File: config.mk
export PLATFORM = sky130hd
export DESIGN_NAME = clock_enable_gen
export DESIGN_NICKNAME = d
export VERILOG_FILES = /design/src/rtl/clock_enable_gen.sv
export SDC_FILE = /design/constraint.sdc
export NUM_CORES = 1
export LEC_CHECK = 0
export ABC_CLOCK_PERIOD_IN_PS = 2800
export CORE_MARGIN = 4
export CORE_UTILIZATION = 57
export DETAILED_ROUTE_END_ITERATION = 7
export DONT_BUFFER_PORTS = 1
export MAX_ROUTING_LAYER = met4
export PLACE_DENSITY_LB_ADDON = 0.1
export SYNTH_ARGS = -nofsm -noshare
export SYNTH_HDL_FRONTEND = slang
export SYNTH_SLANG_ARGS = --single-unit
File: constraint.sdc
create_clock -name clk_in -period 2.8 [get_ports clk_in]
set_input_delay 0.56 -clock clk_in [delete_from_list [all_inputs] [get_ports clk_in]]
set_output_delay 0.56 -clock clk_in [all_outputs]
set_load 0.005 [all_outputs]
File: src/rtl/clock_enable_gen.sv
`default_nettype none
// ============================================================================
// Module   : clock_enable_gen
// Purpose  : Divides the master clock into up to four channels. Each channel
//            produces a one-cycle enable strobe and a 50%-duty divided clock
//            level. All channels share one run control: halt, single-step
//            (one channel-0 period) and resync (reload to start phases).
//            Channel 0 is the CPU channel; its strobes are also counted.
// Ports    : clk_in     - master clock (single clock domain)
//            rst_n      - asynchronous active-low reset
//            halt_i     - level, freezes all channels while high
//            step_i     - pulse, while halted runs one channel-0 period
//            resync_i   - synchronous reload of all counters to PHASEk
//            strobe_o   - per-channel one-cycle enable (registered)
//            clk_o      - per-channel divided clock level (registered)
//            halted_o   - high in cycles where counters are frozen
//            cyc_cnt_o  - count of channel-0 strobes, wraps
// Revision : 1.0 - initial release
// ============================================================================
module clock_enable_gen #(
  parameter int NUM_CH = 3,
  parameter int CNT_W  = 8,
  parameter int DIV0   = 12,
  parameter int DIV1   = 4,
  parameter int DIV2   = 6,
  parameter int DIV3   = 2,
  parameter int PHASE0 = 0,
  parameter int PHASE1 = 0,
  parameter int PHASE2 = 0,
  parameter int PHASE3 = 0,
  parameter int CYC_W  = 32
) (
  input  logic              clk_in,
  input  logic              rst_n,
  input  logic              halt_i,
  input  logic              step_i,
  input  logic              resync_i,
  output logic [NUM_CH-1:0] strobe_o,
  output logic [NUM_CH-1:0] clk_o,
  output logic              halted_o,
  output logic [CYC_W-1:0]  cyc_cnt_o
);

  // --------------------------------------------------------------------------
  // Shared run control
  // --------------------------------------------------------------------------
  logic              stepping_q, stepping_d;
  logic              halted_q, halted_d;
  logic [CYC_W-1:0]  cyc_q, cyc_d;

  // Per-channel "counter is at its last value" flags and registered outputs.
  logic [NUM_CH-1:0] w_wrap;
  logic [NUM_CH-1:0] w_strobe;
  logic [NUM_CH-1:0] w_clk;

  // Counters advance when free-running, or when a single-step is in flight
  // even though halt_i is still high.
  logic w_run;
  assign w_run = !halt_i || stepping_q;

  always_comb begin
    stepping_d = stepping_q;
    halted_d   = halted_q;
    cyc_d      = cyc_q;

    if (resync_i) begin
      // Resync dominates halt and step; the frozen flag simply follows halt.
      stepping_d = 1'b0;
      halted_d   = halt_i;
      cyc_d      = '0;
    end else if (w_run) begin
      halted_d = 1'b0;
      if (w_wrap[0]) begin
        cyc_d = cyc_q + 1'b1;
      end
      // A step ends on the edge that loads the channel-0 strobe; dropping
      // halt mid-step also ends it and leaves the block free-running.
      // Repeated step_i pulses during a step fall through here untouched.
      stepping_d = stepping_q && halt_i && !w_wrap[0];
    end else begin
      halted_d = 1'b1;
      if (halt_i && step_i) begin
        stepping_d = 1'b1;
      end
    end
  end

  always_ff @(posedge clk_in or negedge rst_n) begin
    if (!rst_n) begin
      stepping_q <= 1'b0;
      halted_q   <= 1'b0;
      cyc_q      <= '0;
    end else begin
      stepping_q <= stepping_d;
      halted_q   <= halted_d;
      cyc_q      <= cyc_d;
    end
  end

  // --------------------------------------------------------------------------
  // Per-channel dividers
  // --------------------------------------------------------------------------
  for (genvar k = 0; k < NUM_CH; k++) begin : g_ch
    // Pick this channel's ratio and start phase.
    localparam int DIVK = (k == 0) ? DIV0 :
                          (k == 1) ? DIV1 :
                          (k == 2) ? DIV2 : DIV3;
    localparam int PHK  = (k == 0) ? PHASE0 :
                          (k == 1) ? PHASE1 :
                          (k == 2) ? PHASE2 : PHASE3;
    // Clock level is high for the first ceil(DIV/2) counts of each period,
    // so odd ratios put the extra cycle in the high phase.
    localparam int HALF = (DIVK + 1) / 2;

    localparam logic [CNT_W-1:0] LAST_V  = CNT_W'(DIVK - 1);
    localparam logic [CNT_W-1:0] PHASE_V = CNT_W'(PHK);
    localparam logic [CNT_W-1:0] HALF_V  = CNT_W'(HALF);
    localparam logic             CLK_RST = (PHK < HALF);

    logic [CNT_W-1:0] cnt_q, cnt_d, cnt_inc;
    logic             strobe_q, strobe_d;
    logic             clk_q, clk_d;

    assign w_wrap[k]   = (cnt_q == LAST_V);
    assign w_strobe[k] = strobe_q;
    assign w_clk[k]    = clk_q;

    always_comb begin
      cnt_inc  = w_wrap[k] ? '0 : cnt_q + 1'b1;
      cnt_d    = cnt_q;
      clk_d    = clk_q;
      strobe_d = 1'b0;

      if (resync_i) begin
        cnt_d = PHASE_V;
        clk_d = CLK_RST;
      end else if (w_run) begin
        cnt_d    = cnt_inc;
        strobe_d = w_wrap[k];
        // Level is derived from the next count so it rises with the strobe.
        clk_d    = (cnt_inc < HALF_V);
      end
      // Frozen: counter and level hold, strobe drops.
    end

    always_ff @(posedge clk_in or negedge rst_n) begin
      if (!rst_n) begin
        cnt_q    <= PHASE_V;
        strobe_q <= 1'b0;
        clk_q    <= CLK_RST;
      end else begin
        cnt_q    <= cnt_d;
        strobe_q <= strobe_d;
        clk_q    <= clk_d;
      end
    end
  end

  // --------------------------------------------------------------------------
  // Outputs (all straight from registers)
  // --------------------------------------------------------------------------
  assign strobe_o  = w_strobe;
  assign clk_o     = w_clk;
  assign halted_o  = halted_q;
  assign cyc_cnt_o = cyc_q;

endmodule
`default_nettype wire

==> summary.txt <==
Run status
  • Outcome: finished clean

STA
  • Count of final hold-check violations: 0
  • Setup TNS: 0 ns
  • Period minus WS final: 2.63 ns
  • Unrepaired setup endpoints after global routing: false
  • Final worst path period share: 0.940
  • Max Clock Freq: ~380 MHz
  • Final Setup Violations: 0
  • Worst-margin pin slew: ~0.42 ns
  • Hold slack final: between 0.04 and 0.05 ns
  • Slew HR: 0.720
  • Post-Route Skew: approximately 0.010 ns
  • Slew Limit Fails: 0

Placed design
  • Port bufs: 0
  • Gp weighted congestion: between 0.8 and 0.9
  • Placed Area: around 3600 µm²
  • Hpwl dp: between 4000 and 5000 µm

Power
  • Leakage: 1.52 nW
  • Cell internal pwr: approximately 0.0013 W
  • Sw Pwr: 0.000455 W
  • Clock share of power: 0.397
  • Sw Share: 0.259
  • Sequential Power Share: 0.546
  • Power density over the cells: approximately 460 nW/µm²
  • Max VDD drop: ~280 µV
  • Logic pwr share: 0.057

Clock tree
  • CTS tree: done
  • Clock sinks: 64
  • Clock latency on the worst-skew pair: approximately 0.35 ns
  • Worst-path clk slew: approximately 0.08 ns
  • CTS root buf: clkbuf_8
  • H-tree depth: 3
  • Clock buffer depth: 2
  • Num CTS Buffers: 9

Finish
  • Final Instance Area: 3830 µm²
  • Nets: 415
  • Commonest non-fill, non-tap cell in the layout: dfrtp_1
  • Antenna Diode Count: 0
  • Synth-to-Final Area Change: 7.02%
  • Commonest cells after routing, fill and taps aside: 61 x dfrtp_1, 53 x nor2_1, 33 x a21oi_1
  • Share of layout cells above drive strength 1: 0.125

Floorplan
  • Initial Util: 0.595
  • Std-Cell Core Area: between 6000 and 7000 µm²
  • Die X: roughly 87 µm
  • IO Count: 44
  • Row Count: 28
  • DIE AREA: about 7600 µm²
  • Die Ht: 87.3 µm

Worst setup path
  • CP endpoint kind: register
  • Reg2reg path depth: 6
  • Worst path required time: between 3 and 4 ns
  • RR Endpoint: cyc_cnt_o[31]
  • RR Startpoint: g_ch[0].cnt_q[1]
  • Critical path type: reg2reg
  • Crit path to: cyc_cnt_o[31]
  • Crit path DAT: 2.91 ns
  • Max Fanout on Critical Path: 4
  • Startpoint types: register
  • CP Launch Point: g_ch[0].cnt_q[1]
  • FF-to-FF setup slack: between 0.15 and 0.2 ns

Route
  • First-iteration detailed-routing DRC count: 114
  • Top Metal Used: met4
  • Routed vias: roughly 2900
  • M1 WL: between 3000 and 4000 µm
  • Final WL: between 7000 and 8000 µm
  • Antenna-violating nets left: 0
  • Met3 wire len: approximately 300 µm
  • Initial DRT Pass Iterations: 4
  • DR DRC count: 0
  • WL/cell: between 15 and 20 µm
  • Via/cell ratio: 5.99
  • Met2 WL post-DR: ~3500 µm

Logic synthesis
  • Synth async-reset ratio: 1.00
  • Synth warn: 0
  • Mean Syn Cell Area: between 8 and 9 µm²
  • Synthesized area: between 3000 and 4000 µm²
  • Post-synthesis cell type count: 44
  • Sequential-to-total area share from yosys stat: 0.448
  • Post-synth EDFFs: 0
  • Top FF cell, synth: dfrtp_1
  • Syn Nets: about 420
  • Synthesized flop and latch total: 64
  • Post-Synthesis Cells: ~410

Global route
  • Total grt overflow: 0
  • First-pass GRT wire length: 12900 µm
  • Vias in the first global route: around 2700
  • Initial antenna violation count: 0
  • Largest net degree at the start of global routing: 62
  • GRT Total Usage: 0.223

Flow run
  • Max Cap Viol: 0

Worst hold path
  • Min-delay worst type: in2async
-- layer usage --
metal  global-route usage  vias to the layer above
met3               0.0473                       11
li1                     -                     1411
met4               0.0990                        0
met1                0.288                     1403
met5                    -                        -
met2                0.336                       60
-- registers in the layout, indices dropped and copies added, names as in the netlist --
signal and count:
cyc_cnt_o 32, g_ch.cnt_q 24, g_ch.clk_q 3, g_ch.strobe_q 3, halted_o 1, stepping_q 1
-- layout make-up --
type                            count  area [µm²]
Fill cell                         540        2190
Multi-Input combinational cell    299        1790
Sequential cell                    64        1610
Clock buffer                        9         124
Timing Repair Buffer               12         110
Tap cell                           75        93.8
Inverter                           16        60.1
Clock inverter                      7        48.8
-- through the flow --
stage / std cells / power [W] / setup WS [ns] / utilization
after floorplan: 408 / 0.00105 / -0.0387 / -
after global placement: 465 / 0.00105 / 0.176 / 0.603
after detailed placement: 465 / 0.00106 / 0.0926 / 0.603
after CTS: 482 / 0.00178 / 0.0766 / 0.636
after global routing: 482 / 0.00184 / 0.0587 / 0.636
final: 482 / 0.00175 / 0.168 / 0.636
-- worst min path at each step --
| stage | from | end |
|---|---|---|
| detailed placement | rst_n | cyc_cnt_o[8] |
| CTS | rst_n | g_ch[0].clk_q |
| floorplan | rst_n | cyc_cnt_o[0] |
| global placement | rst_n | cyc_cnt_o[8] |
| global route | rst_n | g_ch[0].clk_q |
| finish | rst_n | g_ch[0].clk_q |
-- what timing repair did --
item / 4_1_cts / 5_1_grt
setup endpoints to repair: 0 / 5
hold endpoints to repair: 61 / 0
hold buffers: 1 / 0
setup buffers: 0 / 0
gates resized for setup: 0 / 1
-- cell families (layout without fill, tap and decap cells) --
kind of cell | after synthesis | in the layout | synth area share
simple gates | 187 | 187 | 0.268
compound gates | 66 | 66 | 0.108
flops | 64 | 64 | 0.448
buf+inv | 45 | 44 | 0.0559
xor+xnor | 38 | 38 | 0.0929
fa+ha+maj | 8 | 8 | 0.0279
-- worst max-delay path: stages, from the launching register on --
cell	delay, ns
dfrtp_1	0.35
ha_2	0.22
or4b_1	0.46
or4_4	0.55
or4_4	0.45
or4_1	0.41
a21oi_1	0.13
-- cells in the mapped netlist, types with 2 or more instances --
cell / number / area, µm²
and3_1: 12 / 75.1
nor2_1: 53 / 199
a31o_2: 6 / 52.6
dfstp_2: 3 / 78.8
o21ai_0: 13 / 65.1
ha_1: 8 / 100
buf_4: 6 / 45.0
clkbuf_1: 19 / 71.3
dfrtp_1: 61 / 1530
o31ai_1: 2 / 15.0
nand2_1: 23 / 86.3
buf_1: 2 / 7.51
nand4_1: 15 / 93.8
o21a_1: 3 / 22.5
nor4_1: 8 / 50.1
a21oi_1: 33 / 165
nor3_1: 21 / 105
or4_4: 2 / 22.5
a31oi_1: 4 / 25.0
or3_2: 5 / 37.5
or4_1: 2 / 15.0
xnor2_1: 28 / 245
nand3_1: 23 / 115
nor3b_1: 2 / 15.0
nand2b_1: 2 / 12.5
or3_1: 10 / 62.6
inv_1: 16 / 60.1
xor2_1: 10 / 87.6
-- power by group through the flow --
stage	clock, W	sequential, W	combinational (W)
finish	0.000695	0.000957	0.000100
global route	0.000765	0.000960	0.000117
CTS	0.000719	0.000957	0.000102
detailed placement	0	0.000976	0.0000797
global placement	0	0.000975	0.0000779
floorplan	0	0.000971	0.0000764
No activity file was read; power rests on OpenSTA's default activity.
